## src/rtl/seven_seg_scan_driver.sv

```systemverilog
// Time-multiplexed common-anode seven-segment driver.
// Scans DIGITS digits with a REFRESH_DIV-cycle dwell per digit. New values
// are double-buffered so a frame is never torn. Optional leading-zero blanking
// is supported. All display outputs are registered and active-low.
module seven_seg_scan_driver #(
  parameter int DIGITS      = 4,
  parameter int REFRESH_DIV = 50000,
  localparam int IW         = (DIGITS > 1) ? $clog2(DIGITS) : 1
) (
  input  logic                  CLK,
  input  logic                  RST,
  input  logic                  en,
  input  logic [4*DIGITS-1:0]   value,
  input  logic                  load,
  input  logic [DIGITS-1:0]     dp,
  input  logic                  blank_lz,
  output logic [6:0]            seg,
  output logic                  dp_n,
  output logic [DIGITS-1:0]     an,
  output logic [IW-1:0]         digit_idx
);

  localparam int CW = $clog2(REFRESH_DIV);
  localparam logic [CW-1:0] CNT_LAST = CW'(REFRESH_DIV - 1);
  localparam logic [IW-1:0] IDX_LAST = IW'(DIGITS - 1);

  logic [CW-1:0]       cnt;
  logic                tick, frame_bnd;
  logic [IW-1:0]       idx_nxt;
  logic [4*DIGITS-1:0] pend_val, shadow_val, shadow_val_nxt;
  logic [DIGITS-1:0]   pend_dp, shadow_dp, shadow_dp_nxt;
  logic                pend_vld;
  logic [DIGITS-1:0]   zero_up;
  logic [3:0]          nib;
  logic                blank;
  logic [DIGITS-1:0]   an_nxt;

  // Active-low {g,f,e,d,c,b,a} pattern for one hex nibble.
  function automatic logic [6:0] hex_to_seg(input logic [3:0] n);
    case (n)
      4'h0: return 7'h40;
      4'h1: return 7'h79;
      4'h2: return 7'h24;
      4'h3: return 7'h30;
      4'h4: return 7'h19;
      4'h5: return 7'h12;
      4'h6: return 7'h02;
      4'h7: return 7'h78;
      4'h8: return 7'h00;
      4'h9: return 7'h10;
      4'hA: return 7'h08;
      4'hB: return 7'h03;
      4'hC: return 7'h46;
      4'hD: return 7'h21;
      4'hE: return 7'h06;
      default: return 7'h0E;
    endcase
  endfunction

  // Next-state scan index and shadow contents. Outputs are built from these,
  // so the display changes on the same edge as digit_idx and the shadow.
  always_comb begin
    tick           = (cnt == CNT_LAST);
    frame_bnd      = tick && (digit_idx == IDX_LAST);
    idx_nxt        = digit_idx;
    if (tick)
      idx_nxt = (digit_idx == IDX_LAST) ? '0 : digit_idx + 1'b1;
    shadow_val_nxt = shadow_val;
    shadow_dp_nxt  = shadow_dp;
    if (frame_bnd) begin
      // A load in the boundary cycle bypasses the pending stage.
      if (load) begin
        shadow_val_nxt = value;
        shadow_dp_nxt  = dp;
      end else if (pend_vld) begin
        shadow_val_nxt = pend_val;
        shadow_dp_nxt  = pend_dp;
      end
    end
  end

  // zero_up[i] = nibbles i..DIGITS-1 of the next shadow are all zero.
  always_comb begin
    zero_up = '0;
    zero_up[DIGITS-1] = (shadow_val_nxt[4*DIGITS-1 -: 4] == 4'h0);
    for (int i = DIGITS - 2; i >= 0; i--)
      zero_up[i] = zero_up[i+1] && (shadow_val_nxt[4*i +: 4] == 4'h0);
  end

  // Select the nibble and anode for the digit that will be lit next cycle.
  always_comb begin
    nib   = shadow_val_nxt[{idx_nxt, 2'b00} +: 4];
    blank = blank_lz && (idx_nxt != '0) && zero_up[idx_nxt];
    an_nxt = '1;
    for (int i = 0; i < DIGITS; i++)
      an_nxt[i] = ~(en && (idx_nxt == IW'(i)));
  end

  // Refresh divider and digit scan.
  always_ff @(posedge CLK) begin
    if (!RST) begin
      cnt       <= '0;
      digit_idx <= '0;
    end else begin
      cnt       <= tick ? '0 : cnt + 1'b1;
      digit_idx <= idx_nxt;
    end
  end

  // Pending/shadow double buffer; the last load in a frame wins.
  always_ff @(posedge CLK) begin
    if (!RST) begin
      pend_val   <= '0;
      pend_dp    <= '0;
      pend_vld   <= 1'b0;
      shadow_val <= '0;
      shadow_dp  <= '0;
    end else begin
      shadow_val <= shadow_val_nxt;
      shadow_dp  <= shadow_dp_nxt;
      if (load) begin
        pend_val <= value;
        pend_dp  <= dp;
      end
      if (frame_bnd)
        pend_vld <= 1'b0;
      else if (load)
        pend_vld <= 1'b1;
    end
  end

  // Registered active-low display pins; en=0 blanks everything.
  always_ff @(posedge CLK) begin
    if (!RST) begin
      seg  <= 7'h7F;
      dp_n <= 1'b1;
      an   <= '1;
    end else begin
      seg  <= (!en || blank) ? 7'h7F : hex_to_seg(nib);
      dp_n <= ~(en && shadow_dp_nxt[idx_nxt]);
      an   <= an_nxt;
    end
  end

endmodule

```

## config.mk

```make
export PLATFORM = sky130hd
export DESIGN_NAME = seven_seg_scan_driver
export DESIGN_NICKNAME = d
export VERILOG_FILES = /design/src/rtl/seven_seg_scan_driver.sv
export SDC_FILE = /design/constraint.sdc
export NUM_CORES = 1
export LEC_CHECK = 0
export BUFFER_PORTS_ARGS = -buffer_cell sky130_fd_sc_hd__buf_2
export CAP_MARGIN = 30
export CORE_UTILIZATION = 50
export DETAILED_ROUTE_END_ITERATION = 10
export PLACE_DENSITY = 0.72
export SYNTH_ARGS = -nofsm -noshare
export SYNTH_HDL_FRONTEND = slang
export SYNTH_SLANG_ARGS = --single-unit
```

## constraint.sdc

```tcl
create_clock -name CLK -period 4.2 [get_ports CLK]
set_clock_uncertainty 0.1 [all_clocks]
set_input_delay 0.84 -clock CLK [delete_from_list [all_inputs] [get_ports CLK]]
set_output_delay 0.84 -clock CLK [all_outputs]
set_load 0.02 [all_outputs]
```

; ---- Word level (Yosys, flattened, before mapping)
; Memory sizes are Yosys's and may differ from the RTL's. A register that Yosys moved wholly into a read port is not among the register bits.
; Index checks and enable logic that the tools add are counted.
[classes]
addsub = 2
magnitude_cmp = 1
eq_ne = 5
n_shift = 1
n_mux = 12
bitwise_logic = 6
reduce_logical = 22
[ops]
columns = cell, n
row1 = $mux 16, 3
row2 = $add 16x1->16 const B, 1
row3 = $eq 16x16->1 const B, 1
row4 = $logic_not 4->1, 4
row5 = $shiftx 16x5->4, 1
row6 = $mux 4, 3
row7 = $logic_and 1x1->1, 11
row8 = $eq 2x2->1 const B, 3
row9 = $not 1->1, 6
row10 = $reduce_or 2->1, 3
row11 = $bmux 1 s2, 2
row12 = $mux 2, 2
row13 = $lt 2x3->1 const B, 1
row14 = $add 2x1->2 const B, 1
row15 = $eq 2x1->1 const B, 1
row16 = $logic_not 2->1, 1
row17 = $mux 1, 2
row18 = $reduce_bool 2->1, 1
row19 = $logic_not 1->1, 1
row20 = $logic_or 1x1->1, 1
[totals]
ff_bits = 64
mem_bits_ro = 112
input_bits = 25
output_inout_bits = 14
mem_count = 1
[mem_list]
columns = memory, depth, width, rd, rd_ports_with_merged_regs, write_ports, line
row1 = (name not given), 16, 7, 1, 1, 0, 40  ; case (n)

; ---- Depth between registers and ports, before layout
; Gate-level depths: netlist of run 1.
[logic_depth]
depth_word = 12
depth_mapped = 15
depth_no_buf = 13

; ---- Least setup slack after synthesis of run 1
; No wires, ideal clock.
[synth_path]
kind = input port to flip-flop
start = input load
end = register seg[3]
setup_ns = 0.136
arrival_time_ns = 3.304
path_slack_ns = 0.659
stages = 12
path_buffers = 3
path_cell_list = clkbuf_1 > clkbuf_1 > clkbuf_1 > mux2_2 > mux2i_1 > mux2i_1 > a21oi_1 > inv_1 > ha_1 > mux2_4 > mux2i_1 > nand2_1
[synth_via]
elab_chain_len = 11
word_cells_on_any_way = 15
classes_between = 1 x shift / 4 x mux / 10 x reduce/logical
[synth_rtl]
columns = item, line
row1 = start: declaration, 14  ; input logic load,
row2 = $mux 16 *, 72  ; if (load) begin
row3 = $mux 16 *, 70  ; if (frame_bnd) begin
row4 = $logic_not 4->1 (on tied branches), "85, 87"
row5 = $logic_and 1x1->1 (3 in a row), 87  ; zero_up[i] = zero_up[i+1] && (shadow_val_nxt[4*i +: 4] == 4'h0);
row6 = $bmux 1 s2, 93  ; blank = blank_lz && (idx_nxt != '0) && zero_up[idx_nxt];
row7 = $mux 1 (not written as such), 93
row8 = $logic_and 1x1->1, 93
row9 = $logic_or 1x1->1, 139  ; seg <= (!en || blank) ? 7'h7F : hex_to_seg(nib);
row10 = $reduce_or 2->1 (no source line), -
row11 = end: declaration, 17  ; output logic [6:0] seg,
; Mark *: on every way between the ends. The rest lies on a longest branch, timed or not. The select of a mux whose other input is x is not followed.
; A chain may end at the register's enable or synchronous reset.

; ---- Worst setup path in the final report of run 1
[layout_path]
start = register cnt[0]
end = register seg[3]
[layout_via]
elab_chain_len = 12
word_cells_on_any_way = 19
classes_between = 1 x eq/ne / 1 x shift / 4 x mux / 13 x reduce/logical
[layout_rtl]
columns = item, line
row1 = start: declaration, 27  ; logic [CW-1:0] cnt;
row2 = start signal: assignment, 105  ; cnt <= tick ? '0 : cnt + 1'b1;
row3 = $eq 16x16->1 *, 63  ; tick = (cnt == CNT_LAST);
row4 = $logic_and 1x1->1, 64  ; frame_bnd = tick && (digit_idx == IDX_LAST);
row5 = $mux 16, 70
row6 = $logic_not 4->1 (on tied branches), "85, 87"
row7 = $logic_and 1x1->1 (3 in a row), 87
row8 = $bmux 1 s2, 93
row9 = $mux 1 (not written as such), 93
row10 = $logic_and 1x1->1, 93
row11 = $logic_or 1x1->1, 139
row12 = $reduce_or 2->1 (no source line), -
; Marked as above.

==> results of run 1 <==
## through the flow
step | cells | util | total power, mW | area, sq um | worst slack [ns]
after floorplan | 348 | - | 0.762 | 3350 | 0.659
after global placement | 446 | 0.552 | 0.788 | 3540 | 0.621
after detailed placement | 446 | 0.552 | 0.789 | 3540 | 0.567
after CTS | 462 | 0.588 | 1.41 | 3780 | 0.814
after global routing | 462 | 0.588 | 1.45 | 3780 | 0.524
final | 462 | 0.588 | 1.40 | 3780 | 0.793
## worst paths after layout
check                            start     end  slack (ns)  cells past startpoint
worst min register to register  cnt[0]  cnt[0]        0.35                      1
worst max register to register  cnt[0]  seg[3]        0.79                     10
worst min-delay path            cnt[0]  cnt[0]        0.35                      1
worst max-delay path            cnt[0]  seg[3]        0.79                     10
## layout make-up
type / count / area, sq um / area share
Multi-Input combinational cell: 251 / 1790 / 0.473
Sequential cell: 71 / 1420 / 0.376
Timing Repair Buffer: 42 / 220 / 0.0583
Clock buffer: 11 / 151 / 0.0401
Tap cell: 77 / 96.3 / 0.0255
Clock inverter: 5 / 80.1 / 0.0212
Inverter: 5 / 18.8 / 0.00497
## routing by layer
layer | up-vias | wire length [microns]
li1 | 1298 | -
met5 | - | 0
met2 | 59 | 2760
met4 | 0 | 83
met1 | 1155 | 3460
met3 | 9 | 308
## layout by cell type, fill, tap and decap left out, drive strengths merged, types with 2 or more instances in the layout
cell type / netlist / layout
ha: 7 / 7
nor2b: 24 / 24
mux2i: 27 / 27
buf: 10 / 42
o21ai: 11 / 11
o211ai: 3 / 3
and4bb: 2 / 2
o41ai: 2 / 2
xnor2: 4 / 4
nand2: 26 / 26
o221ai: 2 / 2
a21boi: 4 / 4
or4: 3 / 3
mux2: 9 / 9
nor2: 24 / 24
and3: 10 / 10
nand3: 7 / 7
a32oi: 8 / 8
o21a: 7 / 7
inv: 5 / 5
clkbuf: 11 / 11
or3: 7 / 7
a211oi: 8 / 8
nand4: 2 / 2
xor2: 9 / 9
bufinv: 0 / 2
and4: 2 / 2
clkinvlp: 0 / 2
or2: 2 / 2
and2: 22 / 22
a21oi: 9 / 9
dfxtp: 71 / 71
nor4: 2 / 2
## kinds of logic (layout without fill, tap and decap cells)
logic type | after synthesis | in the layout | synth area share
AO/OA/AOI/OAI | 60 | 60 | 0.127
XOR/XNOR | 13 | 13 | 0.0340
adder cells (fa/ha/maj) | 7 | 7 | 0.0262
buffers and inverters | 26 | 63 | 0.0415
flip-flops | 71 | 71 | 0.425
multiplexers | 36 | 36 | 0.114
AND/OR/NAND/NOR | 135 | 135 | 0.232
## power by group
group / leakage [nW] / internal, mW / switching (mW)
registers: 0.579 / 0.690 / 0.00681
logic: 0.882 / 0.0341 / 0.0423
clock network: 0.112 / 0.366 / 0.260
total: 1.57 / 1.09 / 0.309
## registers in the layout, summed over array words and instances (netlist names)
register,cells
shadow_dp,4
an,4
pend_val,16
shadow_val,16
pend_vld,1
pend_dp,4
digit_idx,2
cnt,16
seg,7
dp_n,1
==> flow_metrics.tcl, run 1 <==
set metrics [dict create \
    status "finished, violations left" \
    violations "DRC" \
    hold_path.class "reg2reg" \
    slew_headroom 0.340 \
    worstPathRequired_ns 4.31 \
    use_met1 0.289 \
    setup_viol_count_final 0 \
    grt_start_max_net_pins 49 \
    layout-drive-gt1-share 0.200 \
    synth_area_leader_cell "dfxtp_1" \
    clk_latency_ns 0.35 \
    drc_errors 5 \
    p_per_area_nw_per_um2 371 \
    ys_top_cells_by_area "dfxtp_1 42%, mux2i_1 7.5%, nor2b_1 4.5%, and2_1 4.1%, nand2_1 2.8%" \
    syn_area_per_cell_sq_um 9.62 \
    yosys-top-cells-count "71 x dfxtp_1, 25 x mux2i_1, 25 x nand2_1" \
    busiest_layer "met2" \
    synth_area_sq_um 3350 \
    dp_hpwl_mm 4.53 \
    insertedDiodeCount 0 \
    grt_util_met3 0.0544 \
    yosysMostFrequentCell "dfxtp_1" \
    grt_pass1_wl_mm 11.1 \
    routed_wirelength_mm 6.61 \
    crit_chain "ha_1 -> and3_1 -> nand4_4 -> mux2i_2 -> buf_4 -> a211oi_1 -> or4_1 -> mux2_4 -> mux2i_1 -> nand2_1" \
    io_pins 39 \
    met2_usage 0.293 \
    period_needed_ns 3.41 \
    drt_pass1_iterations 7 \
    ant_nets 0 \
    cts_resized 0 \
    clk_pin_slew_ns 0.08 \
    ys_ff_latch 71 \
    crit_slowest_cell "or4_1" \
    clockRootBuffer "clkbuf_8" \
    cts_tree "built" \
    clock_tree.buffer_depth 2 \
    die_y_microns 83.8 \
    antenna_found_initial 0 \
    worstSetupStartpointType "flip-flop" \
    maxSlewViolCount 0 \
    grt_overflow 0 \
    grt_pass1_vias 2313 \
    timing.hold.ws_ns 0.354 \
    max_cap_violations 0 \
    ys.warnings.count 0 \
    max-vdd-ir-drop_mv 0.236 \
    htreeDepth 3 \
    worstMarginPinSlew_ns 0.986 \
    leakagePower_nw 1.57 \
    grt_use_total 0.202 \
    max_stage_delay_ns 0.72 \
    crit_type "reg2reg" \
    syn_nets 380 \
    syn_to_final_growth_pct 12.8 \
    viasPerCell 5.46 \
    num_rows 29 \
    cts_sinks 71 \
    yosys.area.top_type_share 0.425 \
    arrival_ns 3.52 \
    hold_viol 0 \
    synthArstFlopShare 0 \
    crit_family "simple AND/OR/NAND/NOR gates" \
    fp.dieW_microns 83.8 \
    syn_inst 348 \
    fp.dieArea_sq_um 7030 \
    cts_setup_buffers 0 \
    synth-main-ff-cell "dfxtp_1" \
    fin_setup_tns_ns 0 \
    wl_per_cell_microns 14.3 \
    yosysUniqueCellTypes 51 \
    ys_seq_area_frac 0.425 \
    core_area_sq_um 6420 \
    portBuffers 38 \
    critical_path_buf_inv_count 1 \
    rsz0062_at_grt "no" \
    hold_buffers 0 \
    dr.first_iter.drc_count 117 \
    gp_congestion 0.815 \
    fmax_mhz 293 \
    fill_cells 565 \
    numCtsBuffers 9 \
    post-route-period-util 0.811 \
    initial_core_util 0.521 \
    via_count 2521 \
    nets 412 \
    critPathMaxFanout 10 \
    synth_edf_count 0 \
    crit_path_end_kind "flip-flop" \
]
No activity file was read; power rests on OpenSTA's default activity.
==> run 2: changes to the inputs <==
--- a/config.mk
+++ b/config.mk
@@ -5,11 +5,12 @@
 export SDC_FILE = /design/constraint.sdc
 export NUM_CORES = 1
 export LEC_CHECK = 0
+export ABC_AREA = 1
 export BUFFER_PORTS_ARGS = -buffer_cell sky130_fd_sc_hd__buf_2
 export CAP_MARGIN = 30
 export CORE_UTILIZATION = 50
 export DETAILED_ROUTE_END_ITERATION = 10
-export PLACE_DENSITY = 0.72
+export PLACE_DENSITY = 0.74
 export SYNTH_ARGS = -nofsm -noshare
 export SYNTH_HDL_FRONTEND = slang
 export SYNTH_SLANG_ARGS = --single-unit
==> constraint.sdc (replaced) <==
create_clock -name CLK -period 2.9 [get_ports CLK]
set_clock_uncertainty 0.1 [all_clocks]
set_input_delay 0.58 -clock CLK [delete_from_list [all_inputs] [get_ports CLK]]
set_output_delay 0.58 -clock CLK [all_outputs]
set_load 0.02 [all_outputs]
==> flow_metrics.tcl, run 2 <==
set metrics [dict create \
    cp.depth 16 \
    ys.warnings.count 0 \
    syn_to_final_growth_pct 13.1 \
    combPwrFrac 0.073 \
    htreeDepth 3 \
    crit_top_cell "nand2_1" \
    syn_inst 521 \
    io_pins 39 \
    max-vdd-ir-drop_mv 0.349 \
    crit_path_end_kind "flip-flop" \
    clock_tree.buffer_depth 2 \
    final_common_cell "nand2_1" \
    cts_tree "built" \
    yosysMostFrequentCell "nand2_1" \
    insertedDiodeCount 0 \
    hold_viol 0 \
    clockRootBuffer "clkbuf_8" \
    drt_pass1_iterations 4 \
    nets 597 \
    viasPerCell 4.95 \
    yosys.area.top_type_share 0.387 \
    worstReg2RegStart "cnt[0]" \
    grt_pass1_wl_mm 13.3 \
    fill_cells 649 \
    crit_type "reg2reg" \
    synth_area_leader_cell "dfxtp_1" \
    synth_area_sq_um 3680 \
    antenna_found_initial 0 \
    p_per_area_nw_per_um2 439 \
    synthArstFlopShare 0 \
    worstPathRequired_ns 3.03 \
    gp_congestion 0.835 \
    maxSlewViolCount 0 \
    placedCellCount 650 \
    clockPowerShare 0.373 \
    worstRegToRegCells 16 \
    p_seq_frac 0.554 \
    mostFrequentLayoutCells "171 x nand2_1, 71 x dfxtp_1, 53 x nor2_1, 38 x buf_2, 35 x a21oi_1" \
    status "finished, final reports clean" \
    fp.dieArea_sq_um 7700 \
    worstMarginPinSlew_ns 0.501 \
    grt_overflow 0 \
    syn_nets 553 \
    ys_ff_latch 71 \
    dp_hpwl_mm 5.84 \
    max_stage_delay_ns 0.36 \
    fin_setup_tns_ns 0 \
    ys_seq_area_frac 0.387 \
    rsz0062_at_grt "no" \
    p_int_mw 1.36 \
    fp.dieW_microns 87.7 \
    yosysUniqueCellTypes 36 \
    wl_per_cell_microns 12.1 \
    dpl_cell_area_sq_um 3990 \
    hold_depth 1 \
    reg.largest.list "cnt x16, pend_val x16, shadow_val x16" \
    synth-main-ff-cell "dfxtp_1" \
    leakagePower_nw 1.96 \
    routed_wirelength_mm 8.04 \
    cts_sinks 71 \
    numCtsBuffers 9 \
    final_util 0.599 \
    design_area_sq_um 4160 \
    clk_latency_ns 0.34 \
    crit_slowest_cell "dfxtp_1" \
    fmax_mhz 381 \
    switching_share 0.256 \
    max_cap_violations 0 \
    ant_nets 0 \
    p_sw_uw 467 \
    num_rows 30 \
    portBuffers 38 \
    synth_edf_count 0 \
    grt_pass1_vias 3049 \
    grt_start_max_net_pins 43 \
    rrSetupSlack_ns 0.27 \
    dr.first_iter.drc_count 192 \
    ys_top_cells_by_area "dfxtp_1 39%, nand2_1 17%, nor2_1 5.4%, a21oi_1 4.8%, nand3_1 4.5%" \
    period_needed_ns 2.63 \
    crit_chain "ha_1 -> nand2_1 -> nor2_1 -> nand3_1 -> nor2_4 -> nand3_1 -> nand2_1 -> nand2_1 -> nand2_1 -> nand2_1 -> nand2_1 -> inv_1 -> ha_1 -> nand3b_1 -> nand3_1 -> nand3_1" \
    yosys-top-cells-count "171 x nand2_1, 71 x dfxtp_1, 53 x nor2_1" \
    crit_family "simple AND/OR/NAND/NOR gates" \
    grt_use_total 0.221 \
    core_area_sq_um 6940 \
    critPathMaxFanout 8 \
    initial_core_util 0.529 \
    crit_end "seg[3]" \
    die_y_microns 87.7 \
    worstSetupStartpointType "flip-flop" \
    via_count 3299 \
    layout-drive-gt1-share 0.211 \
    r2r_end "seg[3]" \
    syn_area_per_cell_sq_um 7.06 \
    clk_pin_slew_ns 0.07 \
    post-route-period-util 0.905 \
    setup.worst_path.start "cnt[0]" \
    critical_path_buf_inv_count 1 \
    hold_path.class "reg2reg" \
    final_cells 666 \
    setup_viol_count_final 0 \
    slew_headroom 0.665 \
    drc_errors 0 \
    arrival_ns 2.75 \
]
-- run 2: cell types whose count changed in the layout (fill, tap and decap cells not counted), moves of 24 or more --
cell     previous run  this run
inv_1               4        34
a21oi_1             9        35
nor2b_1            24         0
nand3_1             7        33
nor2_1             24        53
nand2_1            25       171
-- run 2: what timing repair did --
item | 4_1_cts | 5_1_grt
setup endpoints to repair | 0 | 3
resized for setup | 0 | 1
setup buffers | 0 | 0
hold buffers | 0 | 0
-- run 2: kinds of logic (layout without fill, tap and decap cells) --
logic type | count (synthesis) | count (layout) | share of synthesized area
compound gates | 67 | 67 | 0.101
simple gates | 308 | 308 | 0.404
mux | 4 | 4 | 0.0109
xor+xnor | 1 | 1 | 0.00238
flops | 71 | 71 | 0.387
fa+ha+maj | 7 | 7 | 0.0238
buf+inv | 63 | 112 | 0.0711
-- run 2: cell type report --
| class | count | area (sq um) | area share |
|---|---|---|---|
| Tap cell | 96 | 120 | 0.0289 |
| Sequential cell | 71 | 1420 | 0.342 |
| Timing Repair Buffer | 48 | 265 | 0.0638 |
| Multi-Input combinational cell | 387 | 2000 | 0.481 |
| Inverter | 48 | 185 | 0.0445 |
| Clock inverter | 6 | 37.5 | 0.00903 |
| Clock buffer | 10 | 128 | 0.0307 |
-- run 2: how the worst min path moves through the flow --
stage | startpoint | endpoint | slack, ns
5_1_grt | dp[2] | pend_dp[2] | 0.38
2_1_floorplan | cnt[0] | cnt[0] | 0.32
4_1_cts | cnt[0] | cnt[0] | 0.36
3_5_place_dp | cnt[0] | cnt[0] | 0.35
6_report | cnt[0] | cnt[0] | 0.35
3_3_place_gp | cnt[0] | cnt[0] | 0.33
-- run 2: through the flow --
| step | hold slack, ns | worst slack [ns] | power [mW] |
|---|---|---|---|
| 2_1_floorplan | 0.318 | 0.480 | 1.12 |
| 3_3_place_gp | 0.334 | 0.289 | 1.16 |
| 3_5_place_dp | 0.347 | 0.222 | 1.17 |
| 4_1_cts | 0.364 | 0.192 | 1.84 |
| 5_1_grt | 0.385 | 0.0132 | 1.90 |
| 6_report | 0.353 | 0.275 | 1.82 |
-- run 2: power by group through the flow --
stage	clock network [mW]	registers (mW)	logic [mW]
floorplan	0	1.04	0.0803
global placement	0	1.03	0.131
detailed placement	0	1.03	0.133
CTS	0.695	1.01	0.134
global route	0.738	1.01	0.150
finish	0.680	1.01	0.132
-- run 2: layer usage --
metal / vias up / GRT usage / wire [microns]
met2: 60 / 0.374 / 3770
met5: - / 0 / 0
li1: 1732 / - / -
met3: 10 / 0.0566 / 330
met4: 0 / 0.0626 / 84
met1: 1497 / 0.278 / 3860
==> run 3: changes to the inputs <==
--- a/config.mk
+++ b/config.mk
@@ -5,12 +5,12 @@
 export SDC_FILE = /design/constraint.sdc
 export NUM_CORES = 1
 export LEC_CHECK = 0
-export ABC_AREA = 1
+export ABC_AREA = 0
 export BUFFER_PORTS_ARGS = -buffer_cell sky130_fd_sc_hd__buf_2
 export CAP_MARGIN = 30
 export CORE_UTILIZATION = 50
 export DETAILED_ROUTE_END_ITERATION = 10
-export PLACE_DENSITY = 0.74
+export PLACE_DENSITY = 0.75
 export SYNTH_ARGS = -nofsm -noshare
 export SYNTH_HDL_FRONTEND = slang
 export SYNTH_SLANG_ARGS = --single-unit
==> flow_metrics.tcl, run 3 (synthesized netlist as in run 1, its figures left out) <==
set metrics [dict create \
    p_int_mw 1.54 \
    worstPathRequired_ns 3.01 \
    htreeDepth 3 \
    clock_tree.buffer_depth 2 \
    hold_buffers 0 \
    post-route-period-util 1.04 \
    p_per_area_nw_per_um2 455 \
    grt_start_max_net_pins 34 \
    reg.largest.list "cnt x16, pend_val x16, shadow_val x16" \
    worstMarginPinSlew_ns 0.722 \
    crit_path_end_kind "flip-flop" \
    switching_share 0.231 \
    fp.dieArea_sq_um 7030 \
    grt_pass1_vias 2679 \
    final_common_cell "dfxtp_1" \
    multi_input_area_sq_um 1960 \
    portBuffers 38 \
    dp_hpwl_mm 5.12 \
    dr.first_iter.drc_count 171 \
    numCtsBuffers 9 \
    clockRootBuffer "clkbuf_8" \
    mostFrequentLayoutCells "67 x dfxtp_1, 51 x buf_4, 38 x buf_2, 24 x nor2b_1" \
    clk_latency_ns 0.36 \
    antenna_found_initial 0 \
    violations "DRC, setup timing" \
    crit_type "reg2reg" \
    combPwrFrac 0.062 \
    routed_wirelength_mm 8.01 \
    rsz0062_at_grt "yes" \
    core_area_sq_um 6420 \
    max-vdd-ir-drop_mv 0.300 \
    hold_viol 0 \
    nets 467 \
    cts_tree "built" \
    viasPerCell 5.48 \
    p_sw_uw 462 \
    slew_headroom 0.518 \
    drt_pass1_iterations 7 \
    wl_per_cell_microns 15.5 \
    grt_overflow 0 \
    leakagePower_nw 1.86 \
    final_cells 517 \
    syn_to_final_growth_pct 31.4 \
    layout_setup_ws_ns -0.107 \
    setup_viol_count_final 7 \
    fp.dieW_microns 83.8 \
    fill_cells 480 \
    clockPowerShare 0.433 \
    fmax_mhz 333 \
    status "finished, violations left" \
    gp_congestion 0.790 \
    drc_errors 6 \
    p_seq_frac 0.505 \
    initial_core_util 0.521 \
    die_y_microns 83.8 \
    worstSetupStartpointType "flip-flop" \
    period_needed_ns 3.01 \
    grt_pass1_wl_mm 12.3 \
    num_rows 29 \
    arrival_ns 3.11 \
    maxSlewViolCount 0 \
    placedCellCount 484 \
    grt_use_total 0.223 \
    ff_latch_area_sq_um 1430 \
    critPathMaxFanout 4 \
    clk_pin_slew_ns 0.08 \
    max_cap_violations 0 \
    final_util 0.685 \
    io_pins 39 \
    insertedDiodeCount 0 \
    via_count 2831 \
    ant_nets 0 \
    layout-drive-gt1-share 0.364 \
    cts_sinks 71 \
    hold_path.class "in2reg" \
]
run 3: worst max-delay path: stages, from the launching register on:
cell and delay, ns:
dfxtp_2 0.34, nor4b_4 0.29, buf_4 0.17, nand4_4 0.12
buf_6 0.16, mux2i_4 0.26, buf_6 0.14, nor2_2 0.05
a22o_1 0.25, a21oi_2 0.18, buf_4 0.18, ha_4 0.21
o21a_1 0.18, a21oi_2 0.12, o21ai_1 0.08
run 3: worst paths after layout:
path	slack [ns]	start	to	cells after the start
hold / removal	0.32	en	dp_n	2
hold reg to reg	0.41	shadow_dp[1]	shadow_dp[1]	2
setup reg to reg	-0.11	cnt[11]	seg[1]	14
setup / recovery	-0.11	cnt[11]	seg[1]	14
run 3: metrics by stage:
| stage | setup WS (ns) | setup TNS (ns) | power (mW) | area (sq um) | hold WS (ns) |
|---|---|---|---|---|---|
| after floorplan | 0.0170 | 0 | 1.11 | 3400 | 0.313 |
| after global placement | -0.109 | -0.346 | 1.15 | 3880 | 0.381 |
| after detailed placement | -0.122 | -0.487 | 1.15 | 3880 | 0.399 |
| after CTS | -0.00561 | -0.00561 | 2.01 | 4180 | 0.316 |
| after global routing | -0.255 | -1.49 | 2.06 | 4400 | 0.338 |
| final | -0.107 | -0.637 | 2.00 | 4400 | 0.321 |
run 3: power by group through the flow:
stage | Clock [mW] | Sequential (mW) | Combinational (mW)
after detailed placement | 0 | 1.03 | 0.122
after global placement | 0 | 1.03 | 0.120
final | 0.866 | 1.01 | 0.125
after floorplan | 0 | 1.04 | 0.0688
after CTS | 0.875 | 1.01 | 0.123
after global routing | 0.912 | 1.01 | 0.136
run 3: timing repair:
| item | in CTS | in global routing |
|---|---|---|
| setup buffers | 8 | 8 |
| setup endpoints to repair | 5 | 7 |
| cloned | 0 | 1 |
| pin swaps | 4 | 10 |
| resized for setup | 6 | 31 |
run 3: layer usage:
layer,global-route usage,part of all wire,vias up
met4,0.0925,0.033,0
met3,0.0504,0.039,22
li1,-,-,1398
met1,0.288,0.46,1327
met5,0,0,-
met2,0.358,0.47,84
run 3: layout make-up:
type,instances,area share
Inverter,5,0.00427
Multi-Input combinational cell,251,0.445
Tap cell,77,0.0219
Clock buffer,10,0.0290
Sequential cell,71,0.324
Timing Repair Buffer,97,0.156
Clock inverter,6,0.0193
